<file path="config.mk">
export PLATFORM = sky130hd
export DESIGN_NAME = change_dispenser
export DESIGN_NICKNAME = d
export VERILOG_FILES = /design/src/rtl/change_dispenser.sv
export SDC_FILE = /design/constraint.sdc
export NUM_CORES = 1
export LEC_CHECK = 0
export BUFFER_PORTS_ARGS = -buffer_cell sky130_fd_sc_hd__buf_4
export CELL_PAD_IN_SITES_DETAIL_PLACEMENT = 0
export CELL_PAD_IN_SITES_GLOBAL_PLACEMENT = 1
export CORE_MARGIN = 4
export CORE_UTILIZATION = 42
export CTS_CLUSTER_DIAMETER = 120
export DETAILED_ROUTE_END_ITERATION = 7
export PLACE_DENSITY = 0.78
export SETUP_SLACK_MARGIN = 0.4
export SYNTH_ARGS = -nofsm -noshare
export SYNTH_HDL_FRONTEND = slang
export SYNTH_SLANG_ARGS = --single-unit
</file>
<file path="constraint.sdc">
create_clock -name clk -period 2.9 [get_ports clk]
set_input_delay 0.725 -clock clk [delete_from_list [all_inputs] [get_ports clk]]
set_output_delay 0.725 -clock clk [all_outputs]
set_load 0.01 [all_outputs]
</file>
<file path="src/rtl/change_dispenser.sv">
// change_dispenser: pays out change largest-coin-first through a four-phase
// eject handshake; a coin whose mechanism never acks is masked for the rest of the job.
module change_dispenser #(
  parameter int ACK_TIMEOUT = 255
) (
  input  logic       clk,
  input  logic       reset,
  input  logic       start,
  input  logic [8:0] change_amount,
  input  logic [4:0] hopper_empty,
  input  logic       eject_ack,
  output logic       eject_req,
  output logic [2:0] eject_sel,
  output logic       busy,
  output logic       done,
  output logic [8:0] dispensed_total,
  output logic [8:0] shortfall,
  output logic       error
);
  localparam int TW = $clog2(ACK_TIMEOUT + 1);
  localparam logic [TW-1:0] TIMEOUT_LAST = TW'(ACK_TIMEOUT - 1);

  typedef enum logic [2:0] {IDLE, PICK, EJECT, RELEASE, FINISH} state_t;

  state_t        state_reg, state_next;
  logic [8:0]    remaining_reg, remaining_next;
  logic [8:0]    dispensed_reg, dispensed_next;
  logic [8:0]    shortfall_reg, shortfall_next;
  logic [4:0]    fault_mask_reg, fault_mask_next;
  logic [TW-1:0] timer_reg, timer_next;
  logic [2:0]    sel_reg, sel_next;
  logic          req_reg, req_next;
  logic          busy_reg, busy_next;
  logic          done_reg, done_next;
  logic          error_reg, error_next;

  logic [4:0]    eligible;
  logic          pick_found;
  logic [2:0]    pick_code;

  function automatic logic [8:0] coin_value(input logic [2:0] code);
    case (code)
      3'd0:    coin_value = 9'd5;
      3'd1:    coin_value = 9'd10;
      3'd2:    coin_value = 9'd25;
      3'd3:    coin_value = 9'd50;
      3'd4:    coin_value = 9'd100;
      default: coin_value = 9'd0;
    endcase
  endfunction

  // A coin is usable if stocked, not faulted this job, and fits in what is still owed.
  for (genvar gi = 0; gi < 5; gi++) begin : g_eligible
    assign eligible[gi] = !hopper_empty[gi] && !fault_mask_reg[gi] &&
                          (coin_value(3'(gi)) <= remaining_reg);
  end

  // Ascending scan: the last hit is the largest eligible coin.
  always_comb begin
    pick_found = 1'b0;
    pick_code  = 3'd0;
    for (int i = 0; i < 5; i++) begin
      if (eligible[i]) begin
        pick_found = 1'b1;
        pick_code  = 3'(i);
      end
    end
  end

  always_comb begin
    state_next      = state_reg;
    remaining_next  = remaining_reg;
    dispensed_next  = dispensed_reg;
    shortfall_next  = shortfall_reg;
    fault_mask_next = fault_mask_reg;
    timer_next      = timer_reg;
    sel_next        = sel_reg;
    req_next        = req_reg;
    busy_next       = busy_reg;
    done_next       = 1'b0;
    error_next      = error_reg;

    case (state_reg)
      IDLE: begin
        if (start) begin
          remaining_next  = change_amount;
          dispensed_next  = 9'd0;
          shortfall_next  = 9'd0;
          error_next      = 1'b0;
          fault_mask_next = 5'd0;
          busy_next       = 1'b1;
          state_next      = PICK;
        end
      end
      PICK: begin
        if (pick_found) begin
          sel_next   = pick_code;
          req_next   = 1'b1;
          timer_next = '0;
          state_next = EJECT;
        end else begin
          // Result is loaded on the way into FINISH so it is valid alongside done.
          shortfall_next = remaining_reg;
          error_next     = (remaining_reg != 9'd0) || (fault_mask_reg != 5'd0);
          done_next      = 1'b1;
          state_next     = FINISH;
        end
      end
      EJECT: begin
        if (eject_ack) begin
          req_next       = 1'b0;
          remaining_next = remaining_reg - coin_value(sel_reg);
          dispensed_next = dispensed_reg + coin_value(sel_reg);
          state_next     = RELEASE;
        end else if (timer_reg == TIMEOUT_LAST) begin
          req_next        = 1'b0;
          fault_mask_next = fault_mask_reg | (5'd1 << sel_reg);
          state_next      = PICK;
        end else begin
          timer_next = timer_reg + TW'(1);
        end
      end
      RELEASE: begin
        if (!eject_ack) state_next = PICK;
      end
      FINISH: begin
        busy_next  = 1'b0;
        state_next = IDLE;
      end
      default: state_next = IDLE;
    endcase
  end

  always_ff @(posedge clk) begin
    if (reset) begin
      state_reg      <= IDLE;
      remaining_reg  <= 9'd0;
      dispensed_reg  <= 9'd0;
      shortfall_reg  <= 9'd0;
      fault_mask_reg <= 5'd0;
      timer_reg      <= '0;
      sel_reg        <= 3'd0;
      req_reg        <= 1'b0;
      busy_reg       <= 1'b0;
      done_reg       <= 1'b0;
      error_reg      <= 1'b0;
    end else begin
      state_reg      <= state_next;
      remaining_reg  <= remaining_next;
      dispensed_reg  <= dispensed_next;
      shortfall_reg  <= shortfall_next;
      fault_mask_reg <= fault_mask_next;
      timer_reg      <= timer_next;
      sel_reg        <= sel_next;
      req_reg        <= req_next;
      busy_reg       <= busy_next;
      done_reg       <= done_next;
      error_reg      <= error_next;
    end
  end

  assign eject_req       = req_reg;
  assign eject_sel       = sel_reg;
  assign busy            = busy_reg;
  assign done            = done_reg;
  assign dispensed_total = dispensed_reg;
  assign shortfall       = shortfall_reg;
  assign error           = error_reg;

endmodule

</file>
Word level (Yosys, flattened, before mapping)
Index checks and enable logic that the tools add are counted.
{"block": "word_totals", "register_bits": 50, "inputBits": 18, "output_inout_bits": 25, "word_cells": 122}
{"block": "op_classes", "addsub": 3, "order_cmp": 5, "n_eq_ne": 18, "shift": 1, "mux": 44, "bitwise_logic": 2, "reduce_logical": 38}
{"op": "9-bit two-way mux", "count": 7}
{"op": "9-bit case mux with 2 select lines", "count": 3}
{"op": "7-bit case mux with 5 select lines", "count": 1}
{"op": "3-bit two-way mux", "count": 8}
{"op": "8-bit two-way mux", "count": 3}
{"op": "2-bit != test, second input constant", "count": 8}
{"op": "8-bit case mux with 2 select lines", "count": 1}
{"op": "5-bit two-way mux", "count": 3}
{"op": "1-bit two-way mux", "count": 13}
{"op": "3-bit by 2-bit == test with 1-bit output, second input constant", "count": 4}
{"op": "3-bit case mux with 4 select lines", "count": 1}
{"op": "3-bit AND reduction", "count": 4}
{"op": "1-bit logical AND", "count": 10}
{"op": "1-bit zero test", "count": 10}
{"op": "5-bit case mux with 2 select lines", "count": 1}
{"op": "9-bit adder", "count": 1}
{"op": "3-bit by 9-bit less-or-equal comparator with 1-bit output, first input constant", "count": 1}
{"op": "4-bit by 9-bit less-or-equal comparator with 1-bit output, first input constant", "count": 1}
{"op": "5-bit by 9-bit less-or-equal comparator with 1-bit output, first input constant", "count": 1}
{"op": "6-bit by 9-bit less-or-equal comparator with 1-bit output, first input constant", "count": 1}
{"op": "7-bit by 9-bit less-or-equal comparator with 1-bit output, first input constant", "count": 1}
{"op": "9-bit nonzero test", "count": 1}
{"op": "9-bit subtractor", "count": 1}
{"op": "8-bit by 1-bit adder with 8-bit output, second input constant", "count": 1}
{"op": "15 further kinds", "count": 25}

Longest topological paths before layout
{"block": "depth", "word_depth": 10, "mapped_depth": 12, "depth_no_buf": 11}

Worst setup path after synthesis
No wires, ideal clock.
{"block": "synth_timing", "kind": "register to register", "from": "register sel_reg[0], in the netlist eject_sel[0]", "to": "register dispensed_reg[8], in the netlist dispensed_total[8]", "t_arrival_ps": 2485, "required_time_ps": 2840, "slack_ps": 355, "stages_incl_launch_ff": 11, "n_path_buf": 1, "path_cell_list": "dfxtp_1 -> clkbuf_1 -> nor2b_1 -> inv_1 -> fa_1 -> nor2b_1 -> o21ai_0 -> a21boi_1 -> nor4_1 -> or4b_1 -> nand2_1"}
{"block": "synth_via", "elab_chain_cells": 7}
{"item": "start, declared", "line_no": "31", "text": "logic [2:0] sel_reg, sel_next;"}
{"item": "start signal, assigned", "line_no": "154", "text": "sel_reg <= sel_next;"}
{"item": "3-bit == test, or another cell as far along", "line_no": "42", "text": "case (code)"}
{"item": "7-bit case mux with 5 select lines *", "line_no": "42"}
{"item": "9-bit two-way mux *", "line_no": "110", "text": "if (eject_ack) begin"}
{"item": "9-bit two-way mux *", "line_no": "83", "text": "case (state_reg)"}
{"item": "9-bit adder *", "line_no": "113", "text": "dispensed_next = dispensed_reg + coin_value(sel_reg);"}
{"item": "9-bit two-way mux *", "line_no": "110"}
{"item": "9-bit case mux with 2 select lines *", "line_no": "83"}
{"item": "end signal, assigned", "line_no": "150", "text": "dispensed_reg <= dispensed_next;"}
{"item": "end, declared", "line_no": "27", "text": "logic [8:0] dispensed_reg, dispensed_next;"}
Mark *: on every way between the ends. The rest lies on a longest branch, timed or not. The select of a mux whose other input is x is not followed.
A chain may end at the register's enable or synchronous reset.

Final worst setup path
Same ends and word-level chain as after synthesis.

==> results by group <==
Clock network
  – Clk root buf: clkbuf_8
  – CTS buffer count: 5
  – CTS max path bufs: 2
  – CTS Sinks: 50
  – Hold_buf cts: 0
  – H-Tree Depth: 2
  – Worst-path clk slew: about 0.090 ns
  – Clk_lat worst skew: 0.30 ns
  – CTS tree: built

Die
  – Rows: 30
  – Core area: 0.00676 mm2
  – I/O pin count: 43
  – Die Y: 91.4 um
  – Initial Utilization: 0.432
  – Die X-Extent: 91.4 um
  – Die Area: 0.00834 mm2

Layout
  – Layout cells sized above 1: 0.184
  – # diodes: 0
  – Final core occ: 0.511
  – Nets: about 440
  – Final instance count without filler cells: roughly 480
  – P&R area growth vs syn: 18.3%
  – Cell area after layout: 0.00345 mm2

Drt
  – Drt total wl: approximately 7600 um
  – Avg Vias per Cell: approximately 5.7
  – DRT iter0 DRCs: roughly 130
  – DRT met1 WL: approximately 3800 um
  – Highest routed layer: met4
  – DRT antenna net count: 0
  – Metal2 WL: roughly 3400 um
  – TritonRoute pass-1 iters: 4
  – DR WL/cell: ~16 um
  – DRC viols: 0
  – Routed wl met3: between 300 and 400 um
  – Vias: ~2800

Timing
  – Minimum clock period: between 2 and 2.5 ns
  – Post-route setup TNS: 0 ns
  – Least-Margin Pin Slew: about 0.7 ns
  – Worst rel slew slack: 0.537
  – Peak Freq: 420 MHz
  – Final Hold Fails: 0
  – Final setup viols: 0
  – Fin Clk Skew: between 0.007 and 0.008 ns
  – Max Transition Viols Final: 0
  – Fin worst setup slack: roughly 0.52 ns
  – Period utilization: 0.821
  – RSZ-0062 raised after global routing: false

Global route
  – First-pass GRT wire length: about 13000 um
  – GRT Total Usage: 0.184
  – Largest net degree at the start of global routing: 33
  – Grt ovf: 0
  – Vias in the first global route: 2535
  – Antenna violations before repair: 0

Critical path
  – Reg2reg start: eject_sel[0]
  – Critical path, cell by cell: nor2_4, ha_1, inv_1, fa_1, nor2b_2, o21ai_1, a21boi_2, nor4_1, or4b_1, nand2_1
  – R2R Setup Slk: about 0.52 ns
  – CP Launch Type: flop
  – Cell family with most CP delay: simple AND/OR/NAND/NOR gates
  – CP max-delay cell: or4b_1
  – Crit path capture type: flop
  – CP Buf/Inv Count: 1
  – WS Path Type: reg -> reg
  – Setup crit start: eject_sel[0]
  – Crit path largest cell delay: slightly above 0.5 ns
  – Critical path peak fanout: 8
  – Worst EP arrival: 2.63 ns
  – Worst EP required: between 3 and 4 ns

Logic synthesis
  – Post-Synth Adder-Cell Area: 0.0823
  – Top area cells in the synthesized netlist: dfxtp_1 34%, ha_1 6.9%, nor2_1 5.5%, a21oi_1 4.8%, nand2_1 4.0%
  – Post-Synthesis Cell Area: between 0.002 and 0.003 mm2
  – Syn Nets: roughly 400
  – YS warnings: 0
  – Top FF cell, synth: dfxtp_1
  – EDFF count, synth: 0
  – Avg Cell Area, Syn: approximately 8.0 um2
  – Sequential share of the synthesized area: 0.343
  – Post-synthesis compound-gate area fraction: 0.237
  – Main combinational cell family by area after synthesis: simple AND/OR/NAND/NOR gates
  – Top cell type's share of synthesized area: 0.343
  – Most frequent cell after synthesis: dfxtp_1
  – XOR/XNOR share of the synthesized area: 0.0180
  – Synth cell count leaders: 50 x dfxtp_1, 43 x nor2_1, 31 x nand2_1, 28 x a21oi_1, 18 x inv_1
  – Async SR Flop Fraction: 0
  – Post-synth top area cell: dfxtp_1
  – FF+latch count, synth: 50
  – Mux cell area share after synthesis: 0.0137
  – Area share of and/or/nand/nor cells after synthesis: 0.256
  – Synth unique cells: 54
  – Post-Synthesis Cells: approximately 360

Placement
  – Port Buf Inserts: between 40 and 50
  – Dpl ws: about 0.28 ns
  – Placed cells: 475
  – GPL Wtd Cong: between 0.8 and 0.9
  – Detailed placer's ending HPWL: ~5800 um
  – Area after DPL: 0.00331 mm2

Power and ir drop
  – Power per cell area: 550 mW/mm2
  – Sw power: approximately 670 uW
  – Internal power: 1.23 mW
  – Sw Ratio: 0.352
  – Sequential power share: 0.420
  – Clk pwr share: 0.263
  – Comb pwr share: 0.317
  – Peak supply drop: roughly 250 uV
  – Leakage power: between 1 and 1.5 nW

Hold path
  – Min-Delay Path Class: reg -> reg
  – Min-delay src: shortfall[2]

Job
  – Max-cap violations: 0

Outcome
  – Outcome: complete, no violations
[tightest hold or removal path: cells and delay by family (launching register included)]
kind | cells | cell delay, ns
flip-flops | 1 | 0.32
AND/OR/NAND/NOR | 1 | 0.05
AO/OA/AOI/OAI | 1 | 0.05
[cells by family after synthesis]
group | after synthesis
simple gates | 152
compound gates | 97
flops | 50
buf+inv | 36
fa+ha+maj | 18
xor+xnor | 6
mux | 4
[per-layer routing]
| layer | global-route usage | vias to the layer above |
|---|---|---|
| met3 | 0.0240 | 6 |
| met2 | 0.292 | 73 |
| met1 | 0.266 | 1283 |
| met4 | 0.0364 | 0 |
| li1 | - | 1412 |
| met5 | 0 | - |
[power by group through the flow]
stage	clock network, mW	logic, mW	registers [mW]
floorplan	0	0.439	0.788
global placement	0	0.588	0.808
detailed placement	0	0.590	0.809
CTS	0.517	0.596	0.794
global route	0.536	0.675	0.806
finish	0.499	0.601	0.797
[per-stage QoR]
step	power, mW	hold WS [ns]
final	1.90	0.456
after global routing	2.02	0.472
after CTS	1.91	0.459
after detailed placement	1.40	0.445
after global placement	1.40	0.440
after floorplan	1.23	0.453
[final cells by class]
cell class	count	area (um2)
Multi-Input combinational cell	277	1800
Timing Repair Buffer	48	360
Clock inverter	2	37.5
Fill cell	694	3310
Clock buffer	6	72.6
Tap cell	80	100
Inverter	20	75.1
Sequential cell	50	1010
[cells in the final DEF (no fill, tap or decap), types with 8 or more instances in the layout]
| master | count |
|---|---|
| a21oi_1 | 28 |
| nor4_1 | 10 |
| ha_1 | 16 |
| nand3_1 | 16 |
| a211oi_1 | 10 |
| inv_1 | 18 |
| buf_4 | 48 |
| nor3_1 | 16 |
| nand2_1 | 31 |
| o21ai_0 | 14 |
| dfxtp_1 | 48 |
| nor2_1 | 42 |
| a31oi_1 | 8 |
[final timing paths]
path | cells after the start | end
hold reg to reg | 2 | shortfall[2]
setup / recovery | 10 | dispensed_total[8]
setup reg to reg | 10 | dispensed_total[8]
hold / removal | 2 | shortfall[2]
[repair_timing]
action / in CTS / in global routing
buffers inserted: 0 / 0
pin swaps: 1 / 2
gates resized for setup: 2 / 8
hold endpoints to repair: 0 / 0
endpoints found under the setup margin: 2 / 4
No activity file was read; power rests on OpenSTA's default activity.
